### src/rtl/cs161_ctrl_pkg.sv
// cs161_ctrl_pkg: shared constants for the cs161 MIPS control units.
// Contents: field widths, opcode/funct constants, ALU select codes,
// multi-cycle state encodings and a small opcode classification helper.
package cs161_ctrl_pkg;

    localparam int unsigned STATE_W = 4;
    localparam int unsigned ALUOP_W = 4;
    localparam int unsigned OP_W    = 6;
    localparam int unsigned FUNCT_W = 6;

    // Opcodes
    localparam logic [OP_W-1:0] OP_RTYPE = 6'b000000;
    localparam logic [OP_W-1:0] OP_LW    = 6'b100011;
    localparam logic [OP_W-1:0] OP_SW    = 6'b101011;
    localparam logic [OP_W-1:0] OP_BEQ   = 6'b000100;
    localparam logic [OP_W-1:0] OP_ADDI  = 6'b001000;

    // R-type funct codes
    localparam logic [FUNCT_W-1:0] FN_ADD = 6'b100000;
    localparam logic [FUNCT_W-1:0] FN_SUB = 6'b100010;
    localparam logic [FUNCT_W-1:0] FN_AND = 6'b100100;
    localparam logic [FUNCT_W-1:0] FN_OR  = 6'b100101;
    localparam logic [FUNCT_W-1:0] FN_NOR = 6'b100111;
    localparam logic [FUNCT_W-1:0] FN_SLT = 6'b101010;

    // ALU function selects
    localparam logic [ALUOP_W-1:0] ALU_ADD = 4'b0010;
    localparam logic [ALUOP_W-1:0] ALU_SUB = 4'b0110;
    localparam logic [ALUOP_W-1:0] ALU_AND = 4'b0000;
    localparam logic [ALUOP_W-1:0] ALU_OR  = 4'b0001;
    localparam logic [ALUOP_W-1:0] ALU_NOR = 4'b1100;
    localparam logic [ALUOP_W-1:0] ALU_SLT = 4'b0111;

    typedef enum logic [STATE_W-1:0] {
        ST_IDLE     = 4'd0,
        ST_FETCH    = 4'd1,
        ST_DECODE   = 4'd2,
        ST_MEM_ADDR = 4'd3,
        ST_MEM_RD   = 4'd4,
        ST_WB_MEM   = 4'd5,
        ST_MEM_WR   = 4'd6,
        ST_EXEC_R   = 4'd7,
        ST_WB_R     = 4'd8,
        ST_EXEC_I   = 4'd9,
        ST_WB_I     = 4'd10,
        ST_BRANCH   = 4'd11,
        ST_TRAP     = 4'd12
    } state_t;

    // Non-R-type opcodes this control unit knows how to sequence.
    function automatic logic is_known_itype(input logic [OP_W-1:0] op);
        return (op == OP_LW) || (op == OP_SW) || (op == OP_BEQ) || (op == OP_ADDI);
    endfunction

endpackage

### src/rtl/cs161_multicycle_control_if.sv
// cs161_multicycle_control_if: datapath <-> control unit bundle.
// master: control unit (drives control lines, receives IR fields and mem_ready).
// slave : datapath/memory side (drives instr_op, funct, mem_ready).
// Signals: instr_op, funct, mem_ready, reg_dst, branch, mem_read, mem_to_reg,
// alu_op, mem_write, alu_src, reg_write, ir_write, pc_write, illegal, state_dbg.
interface cs161_multicycle_control_if;
    import cs161_ctrl_pkg::*;

    logic [OP_W-1:0]    instr_op;
    logic [FUNCT_W-1:0] funct;
    logic               mem_ready;
    logic               reg_dst;
    logic               branch;
    logic               mem_read;
    logic               mem_to_reg;
    logic [ALUOP_W-1:0] alu_op;
    logic               mem_write;
    logic               alu_src;
    logic               reg_write;
    logic               ir_write;
    logic               pc_write;
    logic               illegal;
    logic [STATE_W-1:0] state_dbg;

    modport master (
        input  instr_op, funct, mem_ready,
        output reg_dst, branch, mem_read, mem_to_reg, alu_op, mem_write,
               alu_src, reg_write, ir_write, pc_write, illegal, state_dbg
    );

    modport slave (
        output instr_op, funct, mem_ready,
        input  reg_dst, branch, mem_read, mem_to_reg, alu_op, mem_write,
               alu_src, reg_write, ir_write, pc_write, illegal, state_dbg
    );

endinterface

### src/rtl/cs161_alu_op_decode.sv
// cs161_alu_op_decode: combinational R-type funct -> ALU select.
// Ports: funct (in), alu_op (out), funct_valid (out, 1 for a supported funct).
// Unsupported functs report funct_valid=0 and a harmless ADD select.
module cs161_alu_op_decode
    import cs161_ctrl_pkg::*;
(
    input  logic [FUNCT_W-1:0] funct,
    output logic [ALUOP_W-1:0] alu_op,
    output logic               funct_valid
);

    always_comb begin
        alu_op      = ALU_ADD;
        funct_valid = 1'b1;
        case (funct)
            FN_ADD:  alu_op = ALU_ADD;
            FN_SUB:  alu_op = ALU_SUB;
            FN_AND:  alu_op = ALU_AND;
            FN_OR:   alu_op = ALU_OR;
            FN_NOR:  alu_op = ALU_NOR;
            FN_SLT:  alu_op = ALU_SLT;
            default: funct_valid = 1'b0;
        endcase
    end

endmodule

### src/rtl/cs161_multicycle_control.sv
// cs161_multicycle_control: multi-cycle MIPS control FSM for cs161_datapath.
// Ports: clk, rst (synchronous, active-high), bus (cs161_multicycle_control_if.master).
// Outputs are decoded from the current state and the op/funct latched in DECODE;
// ir_write/pc_write additionally follow mem_ready during FETCH.
// Build option: CS161_CTRL_ILLEGAL_TRAP_EN -- when defined, an illegal
// opcode/funct parks the FSM in TRAP with a sticky illegal flag; otherwise it
// is treated as a NOP and illegal stays 0.
module cs161_multicycle_control
    import cs161_ctrl_pkg::*;
(
    input  logic                          clk,
    input  logic                          rst,
    cs161_multicycle_control_if.master    bus
);

    state_t             state_q, state_d;
    logic [OP_W-1:0]    op_q;
    logic [FUNCT_W-1:0] funct_q;
    logic               illegal_q;

    logic [FUNCT_W-1:0] dec_funct_c;
    logic [ALUOP_W-1:0] dec_alu_op_c;
    logic               dec_funct_valid_c;
    logic               op_legal_c;

    logic               reg_dst_c, branch_c, mem_read_c, mem_to_reg_c;
    logic               mem_write_c, alu_src_c, reg_write_c, ir_write_c, pc_write_c;
    logic [ALUOP_W-1:0] alu_op_c;

    // Decoder sees the live IR field while dispatching, the latched one afterwards.
    assign dec_funct_c = (state_q == ST_DECODE) ? bus.funct : funct_q;

    cs161_alu_op_decode u_alu_op_decode (
        .funct       (dec_funct_c),
        .alu_op      (dec_alu_op_c),
        .funct_valid (dec_funct_valid_c)
    );

    // Legality of the instruction currently presented on the IR fields.
    always_comb begin
        if (bus.instr_op == OP_RTYPE) begin
            op_legal_c = dec_funct_valid_c;
        end else begin
            op_legal_c = is_known_itype(bus.instr_op);
        end
    end

    // State register and DECODE-time capture of op/funct.
    always_ff @(posedge clk) begin
        if (rst) begin
            state_q <= ST_IDLE;
            op_q    <= '0;
            funct_q <= '0;
        end else begin
            state_q <= state_d;
            if (state_q == ST_DECODE) begin
                op_q    <= bus.instr_op;
                funct_q <= bus.funct;
            end
        end
    end

`ifdef CS161_CTRL_ILLEGAL_TRAP_EN
    // Sticky flag, set on the edge that dispatches an illegal instruction.
    always_ff @(posedge clk) begin
        if (rst) begin
            illegal_q <= 1'b0;
        end else if ((state_q == ST_DECODE) && !op_legal_c) begin
            illegal_q <= 1'b1;
        end
    end
`else
    assign illegal_q = 1'b0;
`endif

    // Next-state and control-line decode.
    always_comb begin
        state_d      = state_q;
        reg_dst_c    = 1'b0;
        branch_c     = 1'b0;
        mem_read_c   = 1'b0;
        mem_to_reg_c = 1'b0;
        mem_write_c  = 1'b0;
        alu_src_c    = 1'b0;
        reg_write_c  = 1'b0;
        ir_write_c   = 1'b0;
        pc_write_c   = 1'b0;
        alu_op_c     = ALU_AND;

        case (state_q)
            ST_IDLE: begin
                state_d = ST_FETCH;
            end
            ST_FETCH: begin
                mem_read_c = 1'b1;
                alu_op_c   = ALU_ADD;
                ir_write_c = bus.mem_ready;
                pc_write_c = bus.mem_ready;
                if (bus.mem_ready) begin
                    state_d = ST_DECODE;
                end
            end
            ST_DECODE: begin
                alu_op_c = ALU_ADD;
                if (!op_legal_c) begin
`ifdef CS161_CTRL_ILLEGAL_TRAP_EN
                    state_d = ST_TRAP;
`else
                    state_d = ST_FETCH;
`endif
                end else begin
                    case (bus.instr_op)
                        OP_RTYPE:     state_d = ST_EXEC_R;
                        OP_LW, OP_SW: state_d = ST_MEM_ADDR;
                        OP_BEQ:       state_d = ST_BRANCH;
                        OP_ADDI:      state_d = ST_EXEC_I;
                        default:      state_d = ST_FETCH;
                    endcase
                end
            end
            ST_MEM_ADDR: begin
                alu_src_c = 1'b1;
                alu_op_c  = ALU_ADD;
                state_d   = (op_q == OP_SW) ? ST_MEM_WR : ST_MEM_RD;
            end
            ST_MEM_RD: begin
                mem_read_c = 1'b1;
                alu_src_c  = 1'b1;
                alu_op_c   = ALU_ADD;
                if (bus.mem_ready) begin
                    state_d = ST_WB_MEM;
                end
            end
            ST_WB_MEM: begin
                reg_write_c  = 1'b1;
                mem_to_reg_c = 1'b1;
                state_d      = ST_FETCH;
            end
            ST_MEM_WR: begin
                mem_write_c = 1'b1;
                alu_src_c   = 1'b1;
                alu_op_c    = ALU_ADD;
                if (bus.mem_ready) begin
                    state_d = ST_FETCH;
                end
            end
            ST_EXEC_R: begin
                alu_op_c = dec_alu_op_c;
                state_d  = ST_WB_R;
            end
            ST_WB_R: begin
                reg_write_c = 1'b1;
                reg_dst_c   = 1'b1;
                alu_op_c    = dec_alu_op_c;
                state_d     = ST_FETCH;
            end
            ST_EXEC_I: begin
                alu_src_c = 1'b1;
                alu_op_c  = ALU_ADD;
                state_d   = ST_WB_I;
            end
            ST_WB_I: begin
                reg_write_c = 1'b1;
                alu_src_c   = 1'b1;
                alu_op_c    = ALU_ADD;
                state_d     = ST_FETCH;
            end
            ST_BRANCH: begin
                branch_c = 1'b1;
                alu_op_c = ALU_SUB;
                state_d  = ST_FETCH;
            end
            ST_TRAP: begin
                state_d = ST_TRAP;
            end
            default: begin
                state_d = ST_IDLE;
            end
        endcase
    end

    assign bus.reg_dst    = reg_dst_c;
    assign bus.branch     = branch_c;
    assign bus.mem_read   = mem_read_c;
    assign bus.mem_to_reg = mem_to_reg_c;
    assign bus.alu_op     = alu_op_c;
    assign bus.mem_write  = mem_write_c;
    assign bus.alu_src    = alu_src_c;
    assign bus.reg_write  = reg_write_c;
    assign bus.ir_write   = ir_write_c;
    assign bus.pc_write   = pc_write_c;
    assign bus.illegal    = illegal_q;
    assign bus.state_dbg  = STATE_W'(state_q);

endmodule

### src/flat_wrapper.sv
// flat-port wrapper written by rule: the top's interface ports become plain ports
module cs161_multicycle_control_flat import cs161_ctrl_pkg::*;
  (clk, rst, bus_instr_op, bus_funct, bus_mem_ready, bus_reg_dst, bus_branch, bus_mem_read, bus_mem_to_reg, bus_alu_op, bus_mem_write, bus_alu_src, bus_reg_write, bus_ir_write, bus_pc_write, bus_illegal, bus_state_dbg);
  cs161_multicycle_control_if bus_i ();
  input  logic clk;
  input  logic rst;
  input wire logic [$bits(bus_i.instr_op)-1:0] bus_instr_op;
  input wire logic [$bits(bus_i.funct)-1:0] bus_funct;
  input wire logic [$bits(bus_i.mem_ready)-1:0] bus_mem_ready;
  output wire logic [$bits(bus_i.reg_dst)-1:0] bus_reg_dst;
  output wire logic [$bits(bus_i.branch)-1:0] bus_branch;
  output wire logic [$bits(bus_i.mem_read)-1:0] bus_mem_read;
  output wire logic [$bits(bus_i.mem_to_reg)-1:0] bus_mem_to_reg;
  output wire logic [$bits(bus_i.alu_op)-1:0] bus_alu_op;
  output wire logic [$bits(bus_i.mem_write)-1:0] bus_mem_write;
  output wire logic [$bits(bus_i.alu_src)-1:0] bus_alu_src;
  output wire logic [$bits(bus_i.reg_write)-1:0] bus_reg_write;
  output wire logic [$bits(bus_i.ir_write)-1:0] bus_ir_write;
  output wire logic [$bits(bus_i.pc_write)-1:0] bus_pc_write;
  output wire logic [$bits(bus_i.illegal)-1:0] bus_illegal;
  output wire logic [$bits(bus_i.state_dbg)-1:0] bus_state_dbg;
  assign bus_i.instr_op = bus_instr_op;
  assign bus_i.funct = bus_funct;
  assign bus_i.mem_ready = bus_mem_ready;
  assign bus_reg_dst = bus_i.reg_dst;
  assign bus_branch = bus_i.branch;
  assign bus_mem_read = bus_i.mem_read;
  assign bus_mem_to_reg = bus_i.mem_to_reg;
  assign bus_alu_op = bus_i.alu_op;
  assign bus_mem_write = bus_i.mem_write;
  assign bus_alu_src = bus_i.alu_src;
  assign bus_reg_write = bus_i.reg_write;
  assign bus_ir_write = bus_i.ir_write;
  assign bus_pc_write = bus_i.pc_write;
  assign bus_illegal = bus_i.illegal;
  assign bus_state_dbg = bus_i.state_dbg;
  cs161_multicycle_control u_core (.clk(clk), .rst(rst), .bus(bus_i));
endmodule
### config.mk
export PLATFORM = sky130hd
export DESIGN_NAME = cs161_multicycle_control_flat
export DESIGN_NICKNAME = d
export VERILOG_FILES = /design/src/rtl/cs161_ctrl_pkg.sv /design/src/rtl/cs161_multicycle_control_if.sv /design/src/rtl/cs161_alu_op_decode.sv /design/src/rtl/cs161_multicycle_control.sv /design/src/flat_wrapper.sv
export SDC_FILE = /design/constraint.sdc
export NUM_CORES = 1
export LEC_CHECK = 0
export BUFFER_PORTS_ARGS = -buffer_cell sky130_fd_sc_hd__buf_2
export CAP_MARGIN = 20
export CORE_MARGIN = 8
export CORE_UTILIZATION = 40
export CTS_BUF_LIST = sky130_fd_sc_hd__clkbuf_8
export CTS_CLUSTER_DIAMETER = 60
export CTS_CLUSTER_SIZE = 25
export DETAILED_ROUTE_END_ITERATION = 6
export PLACE_DENSITY = 0.67
export SLEW_MARGIN = 20
export SYNTH_ARGS = -nofsm -noshare
export SYNTH_HDL_FRONTEND = slang
export SYNTH_SLANG_ARGS = --single-unit
### constraint.sdc
create_clock -name clk -period 1.7 [get_ports clk]
set_input_delay 0 -clock clk [delete_from_list [all_inputs] [get_ports clk]]
set_output_delay 0 -clock clk [all_outputs]
set_load 0.02 [all_outputs]
* Word-level counts from Yosys, hierarchy flattened
Index checks and enable logic that the tools add are counted.
** Operators by class
- Reductions and logical operators :: 14
- Eq/ne operators :: 26
- Mux-type cells :: 20
** Operator list (number)
- 6-bit == test (second input constant) :: 9
- 4-bit one-hot mux with 9 select lines :: 1
- 4-bit == test (second input constant) :: 5
- 4-bit one-hot mux with 5 select lines :: 1
- 4-bit by 3-bit == test with 1-bit output (second input constant) :: 4
- 4-bit 2-to-1 mux :: 4
- 4-bit one-hot mux with 4 select lines :: 1
- 4-bit one-hot mux with 3 select lines :: 1
- 1-bit 2-to-1 mux :: 10
- 5-bit OR reduction :: 2
- 4-bit by 2-bit == test with 1-bit output (second input constant) :: 2
- 7-bit OR reduction :: 1
- 6-bit by 3-bit == test with 1-bit output (second input constant) :: 1
- 6-bit by 4-bit == test with 1-bit output (second input constant) :: 1
- 6-bit logical NOT :: 1
- 6-bit 2-to-1 mux :: 1
- 2-bit != test (second input constant) :: 3
- 2-bit OR reduction :: 3
- 6-bit OR reduction :: 1
- 4-bit by 1-bit == test with 1-bit output (second input constant) :: 1
- 4-bit logical NOT :: 1
- 1-bit logical OR :: 3
- 3-bit AND reduction :: 1
- 3-bit OR reduction :: 1
- 2-bit 2-to-1 mux :: 1
** Storage, ports and cells
- Input port bits :: 15
- Logic and storage cells :: 63
- Output and inout port bits :: 18
- Bits in registers :: 16

* Longest topological paths before layout
Gate-level depths: netlist of the first run.
- Word-level depth :: 8
- Mapped depth :: 5
- Depth with buffers taken out :: 4

* Cells and area by module
Synthesis of the first run repeated with hierarchy kept, for this count alone.
** Unflattened totals
- Cell total of the unflattened synthesis :: 139
- Area, all modules :: 1128.6 um^2
** By module, submodules not included
- cs161_multicycle_control :: instances 1, cells an instance 125, area each 1009.7 um^2, seq. area each 320.3 um^2
- cs161_alu_op_decode :: instances 1, cells an instance 14, area each 118.9 um^2, seq. area each 0.0 um^2

* Worst setup path before layout of the first run
OpenSTA, ideal clock, no wires.
- Kind :: reg-to-output
- Start point :: register u_core.state_q[1], in the netlist u_core.bus.state_dbg[1]
- End point :: output port bus_alu_op[3]
- Arrival :: 2004 ps
- Setup slack :: -304 ps
- Required time :: 1700 ps
- Buffers on the path :: 1
- Stages on the path, launching flop included :: 5
- Path through :: dfxtp_1 > clkbuf_1 > nor3_1 > o21ai_0 > nor3_1
** On the way
- Cells in the longest elaborated chain, start to end :: 5
- Elaborated cells between the ends (all ways) :: 20
- Those cells by class :: eq/ne (15); mux (3); reduce/logical (2)
** RTL lines
- start: declaration :: line cs161_multicycle_control.sv:16 : state_t state_q, state_d;
- start signal: assignment :: line cs161_multicycle_control.sv:55 : state_q <= state_d;
- 4-bit by 2-bit == test with 1-bit output :: line cs161_multicycle_control.sv:31, cs161_multicycle_control.sv:90
- 6-bit 2-to-1 mux :: line cs161_multicycle_control.sv:31 : assign dec_funct_c = (state_q == ST_DECODE) ? bus.funct : funct_q;
- 6-bit == test :: line cs161_alu_op_decode.sv:15 : case (funct)
- 4-bit one-hot mux with 5 select lines :: line cs161_alu_op_decode.sv:15
- 4-bit one-hot mux with 3 select lines * :: line cs161_multicycle_control.sv:90 : case (state_q)
- end: declaration :: line flat_wrapper.sv:14 : output wire logic [$bits(bus_i.alu_op)-1:0] bus_alu_op;
Every way passes the cells marked *; elsewhere a longest branch is shown, timed or not.

* Worst setup path after layout of the first run
- Start point :: register u_core.state_q[2], in the netlist u_core.bus.state_dbg[2]
- End point :: output port bus_alu_op[0]
The elaborated chain is that of the path after synthesis.

==> results.yml, run 1 <==
worst_setup_path:
  start_kind: "register"
  required_ps: 1700
  r2r_setup_slack_ps: 150
  arrival_ps: 1780
  critPathKind: "reg2out"
  critPathCaptureType: "primary output"
  path_max_fanout: 5
timing:
  grt_setup_unrepaired: "yes"
  setup_viol: 2
  hold_viol_final: 0
  layout_min_cycle_time_ps: 1780
  timing.final.crit_share_pct: 105
  fin_setup_tns_ps: -115
  fmax_mhz: 561
  skew_ps: 3.09
  fin_hold_ws_ps: 11.1
  drv_slew: 0
  fin_ws_ps: -81.6
finish:
  fillers: 270
  syn_to_final_growth_pct: 30.4
  antenna_cells: 0
  fin_util_pct: 55.3
  layout-drive-gt1-share_pct: 33.0
  finalNetCount: 193
logic_synthesis:
  synth_top_flop_cell: "dfxtp_1"
  post-synth-top-count-cell: "nand2_1"
  async_flop_share_pct: 0
  synth_area_leaders: "dfxtp_1, nand2_1, a21oi_1, nor2b_1, nand2b_1"
  yosysTopAreaCell: "dfxtp_1"
  syn_avg_cell_area_um2: 7.40
  ys_types: 42
  ys_top_cells_by_count: "nand2_1, dfxtp_1, a21oi_1"
  ys_ff_latch: 16
  synth_warnings: 0
  netlist.area_leader.share_pct: 30.5
  synth_fp_nets: 157
  syn_inst: 142
  yosysSeqAreaShare_pct: 30.5
  synth_edf_count: 0
  synth_area_um2: 1050
drt:
  drt_iter0_drc: 116
  avgViaCountPerCell: 5.50
  drc: 0
  ant_nets: 0
  first_pass_iters: 4
  drt_wl_total_mm: 2.96
  wl_per_cell_um: 14.4
  vias: 1133
placement:
  place_hpwl_mm: 2.24
  place.gp.congestion: 0.904
  port_buffers: 31
  dp_slack_ps: 73.6
floorplanning:
  fp.dieW_um: 67.3
  die_y_um: 67.3
  core-area_um2: 2480
  die_area_um2: 4520
  num_rows: 18
  start_util_pct: 42.4
  io_pins: 33
status:
  violations: "setup timing"
  status: "finished, violations left"
grt:
  grt_use_total_pct: 13.1
  grt_pass1_wl_mm: 4.75
  grt_pass1_vias: 1094
  antenna_found_initial: 0
  grt_remaining_overflow: 0
  grt_max_degree: 18
clock_tree:
  cts_max_level: 1
  clk_pin_slew_ps: 60
  worstSkewPairLatency_ps: 240
  cts_tree: "built"
  cts_buffer_depth: 2
  cts_buffers: 3
  clkSinkCount: 16
  root_buffer: "clkbuf_8"
  hold_buffers: 0
power_and_ir_drop:
  powerDensity_nw_per_um2: 675
  ir_worst_vdd_v: 0.000592
  p_leak_nw: 0.550
hold_path:
  min_path_type: "in2reg"
flow_run:
  cap_violations: 0
timing repair:
item / 4_1_cts / 5_1_grt
hold endpoints to repair: 0 / 0
gates resized for setup: 4 / 7
setup buffers: 0 / 1
pin swaps: 1 / 1
setup endpoints to repair: 3 / 4
layout make-up:
class                      count  area (um^2)  area share, %
multi-input combinational    115          717           52.3
sequential                    16          325           23.7
timing repair buffer          42          249           18.2
tap                           30         37.5           2.74
clock buffer                   3         41.3           3.01
report_power, final:
part | total [mW] | switching [mW] | internal, mW
Sequential | 0.406 | 0.0146 | 0.392
Combinational | 0.244 | 0.143 | 0.101
Clock | 0.275 | 0.118 | 0.157
Total | 0.925 | 0.276 | 0.649
stage by stage:
stage	area, um^2	power [mW]	instances
floorplan	1070	0.557	142
global placement	1290	0.640	202
detailed placement	1290	0.647	202
CTS	1340	0.921	205
global route	1370	0.976	206
finish	1370	0.925	206
cell families after synthesis:
group / after synthesis / synth area share [%]
DFF: 16 / 30.5
buffers and inverters: 11 / 4.88
and+or+nand+nor: 72 / 38.1
AOI/OAI and AO/OA: 39 / 23.0
muxes: 2 / 2.38
xor gates and xnor gates: 1 / 0.833
other: 1 / 0.357
metal layers:
layer	vias up	global-route usage (%)	share of wire (%)
met5	-	0	0
met4	0	3.92	0.57
met3	2	2.98	7.5
met2	35	21.7	44
met1	515	16.6	48
li1	581	-	-
layout by cell type (no fill, tap or decap), types with 2 or more instances in the layout:
cell      count
nand2b_1      5
and3b_1       2
buf_4        13
nor3_1        2
dfxtp_1      12
nor3_2        2
o22ai_1       3
a211oi_1      3
nand4_1       2
a21oi_1      15
a21boi_0      2
clkbuf_8      3
nand3b_1      2
buf_2        28
dfxtp_2       4
o21ai_0       4
and3_1        2
nand2_1      25
nand4b_1      3
nor2b_1       8
nor2_1        7
o21ai_1       4
o2111a_1      2
worst max-delay path, cell delays in order (launching register included):
cell	delay (ps)
dfxtp_2	330
buf_4	120
nor4b_4	60
or4b_2	650
a31oi_2	210
buf_4	170
flip-flops by register name, indices dropped and copies added (netlist names):
name	flops
u_core.funct_q	6
u_core.bus.state_dbg	4
u_core.op_q	6
final timing paths:
check / from / end / cells after the start
setup / recovery: u_core.bus.state_dbg[2]$_SDFFE_PP0P_ / bus_alu_op[0] / 5
setup reg to reg: u_core.bus.state_dbg[2]$_SDFFE_PP0P_ / u_core.bus.state_dbg[3]$_SDFFE_PP0P_ / 6
hold reg to reg: u_core.op_q[4]$_SDFFE_PP0P_ / u_core.op_q[4]$_SDFFE_PP0P_ / 2
hold / removal: bus_instr_op[5] / u_core.op_q[5]$_SDFFE_PP0P_ / 3
Note: power is estimated with default switching activity, not from simulation.
==> inputs of run 2 (changes only) <==
- SETUP_SLACK_MARGIN: not set -> 0.1
==> results.yml, run 2 (synthesis results as in run 1) <==
floorplanning:
  die_y_um: 67.3
  io_pins: 33
  num_rows: 18
  start_util_pct: 42.4
  die_area_um2: 4520
  core-area_um2: 2480
  fp.dieW_um: 67.3
drt:
  wl_per_cell_um: 13.7
  ant_nets: 0
  first_pass_iters: 4
  avgViaCountPerCell: 5.65
  drt-met1-wl_mm: 1.29
  route.met2.wl_mm: 1.26
  vias: 1163
  drc: 0
  drt_iter0_drc: 85
  drt_wl_total_mm: 2.82
  met3_length_um: 228
  highest_layer: "met4"
worst_setup_path:
  critPathCaptureType: "primary output"
  max_stage_delay_ps: 570
  worstPathCellList: "or4b_4, mux2i_4, o21ai_2, a31oi_2, buf_4"
  arrival_ps: 1780
  critPathKind: "reg2out"
  r2r_setup_slack_ps: 170
  path_max_fanout: 5
  crit_slowest_cell: "or4b_4"
  required_ps: 1700
  crit_buf_inv: 1
  cpLargestDelayFamily: "simple AND/OR/NAND/NOR gates"
  start_kind: "register"
clock_tree:
  root_buffer: "clkbuf_8"
  cts_max_level: 1
  cts_buffers: 3
  clk_pin_slew_ps: 60
  cts_tree: "built"
  cts_buffer_depth: 2
  worstSkewPairLatency_ps: 250
  clkSinkCount: 16
finish:
  finalNetCount: 192
  register_area_um2: 328
  syn_to_final_growth_pct: 33.9
  fin_util_pct: 56.8
  antenna_cells: 0
  layout-drive-gt1-share_pct: 35.8
  fin_cells: 206
  multi_input_area_um2: 746
  final_common_cell: "buf_2"
  fillers: 247
  layout_common_cells: "buf_2, nand2_1, a21oi_1"
grt:
  grt_pass1_vias: 1055
  grt_use_total_pct: 13.0
  antenna_found_initial: 0
  grt_remaining_overflow: 0
  grt_max_degree: 18
  grt_pass1_wl_mm: 4.70
status:
  status: "finished, violations left"
  violations: "setup timing"
power_and_ir_drop:
  powerDensity_nw_per_um2: 699
  p_leak_nw: 0.554
  ir_worst_vdd_v: 0.000734
placement:
  dp_slack_ps: 37.5
  dpl.cell_count: 200
  port_buffers: 31
  place_hpwl_mm: 2.19
  place.gp.congestion: 0.890
timing:
  skew_ps: 6.37
  hold_viol_final: 0
  grt_setup_unrepaired: "yes"
  layout_min_cycle_time_ps: 1780
  drv_slew: 0
  fmax_mhz: 563
  fin_setup_tns_ps: -177
  fin_ws_ps: -77.5
  timing.final.crit_share_pct: 105
  setup_viol: 3
flow_run:
  cap_violations: 0
hold_path:
  min_path_type: "in2reg"
[run 2: cell types whose count changed in the layout (fill, tap and decap cells not counted), moves of 2 or more]
cell / delta
buf_4: -3
nor2b_1: -2
nor4b_2: +2
o21ai_1: -2
[run 2: area by class of cell]
| type | count | area share (%) |
|---|---|---|
| tap | 30 | 2.67 |
| sequential | 16 | 23.3 |
| timing repair buffer | 41 | 17.2 |
| multi-input combinational | 115 | 53.0 |
| clock buffer | 4 | 3.91 |
[run 2: final timing paths]
check | startpoint | endpoint | depth (start not counted)
worst max register to register | u_core.bus.state_dbg[0]$_SDFFE_PP0P_ | u_core.bus.state_dbg[1]$_SDFFE_PP0P_ | 5
worst max-delay path | u_core.bus.state_dbg[0]$_SDFFE_PP0P_ | bus_alu_op[0] | 5
worst min-delay path | bus_funct[5] | u_core.funct_q[5]$_SDFF_PP0_ | 3
worst min register to register | u_core.op_q[4]$_SDFFE_PP0P_ | u_core.op_q[4]$_SDFFE_PP0P_ | 2
[run 2: report_power, final]
part / total (mW) / internal, mW / switching (mW)
Combinational: 0.245 / 0.101 / 0.144
Clock: 0.333 / 0.206 / 0.128
Sequential: 0.405 / 0.392 / 0.0130
[run 2: worst register-to-register path, stage by stage, from the launching register on]
cell and delay (ps):
dfxtp_4 360, or4b_4 570, buf_4 210, nor3_1 140
nand2_1 80, o22ai_1 100
[run 2: metrics by stage]
stage               cell area [um^2]  total power, mW  hold slack [ps]
detailed placement              1290            0.645              267
global placement                1290            0.640              248
finish                          1410            0.983             5.61
CTS                             1380            0.987             2.62
global route                    1410             1.03             17.5
floorplan                       1090            0.561              136
[run 2: what timing repair did]
| action | CTS | global route |
|---|---|---|
| endpoints found under the setup margin | 4 | 7 |
| pin swaps | 3 | 2 |
| buffers inserted | 1 | 0 |
| hold endpoints to repair | 1 | 0 |
| hold buffers | 1 | 0 |
| gates resized for setup | 4 | 8 |
[run 2: layer usage]
layer / vias up / global-route usage (%)
li1: 582 / -
met1: 545 / 16.4
met2: 32 / 19.7
met3: 4 / 2.98
met4: 0 / 7.57
met5: - / 0
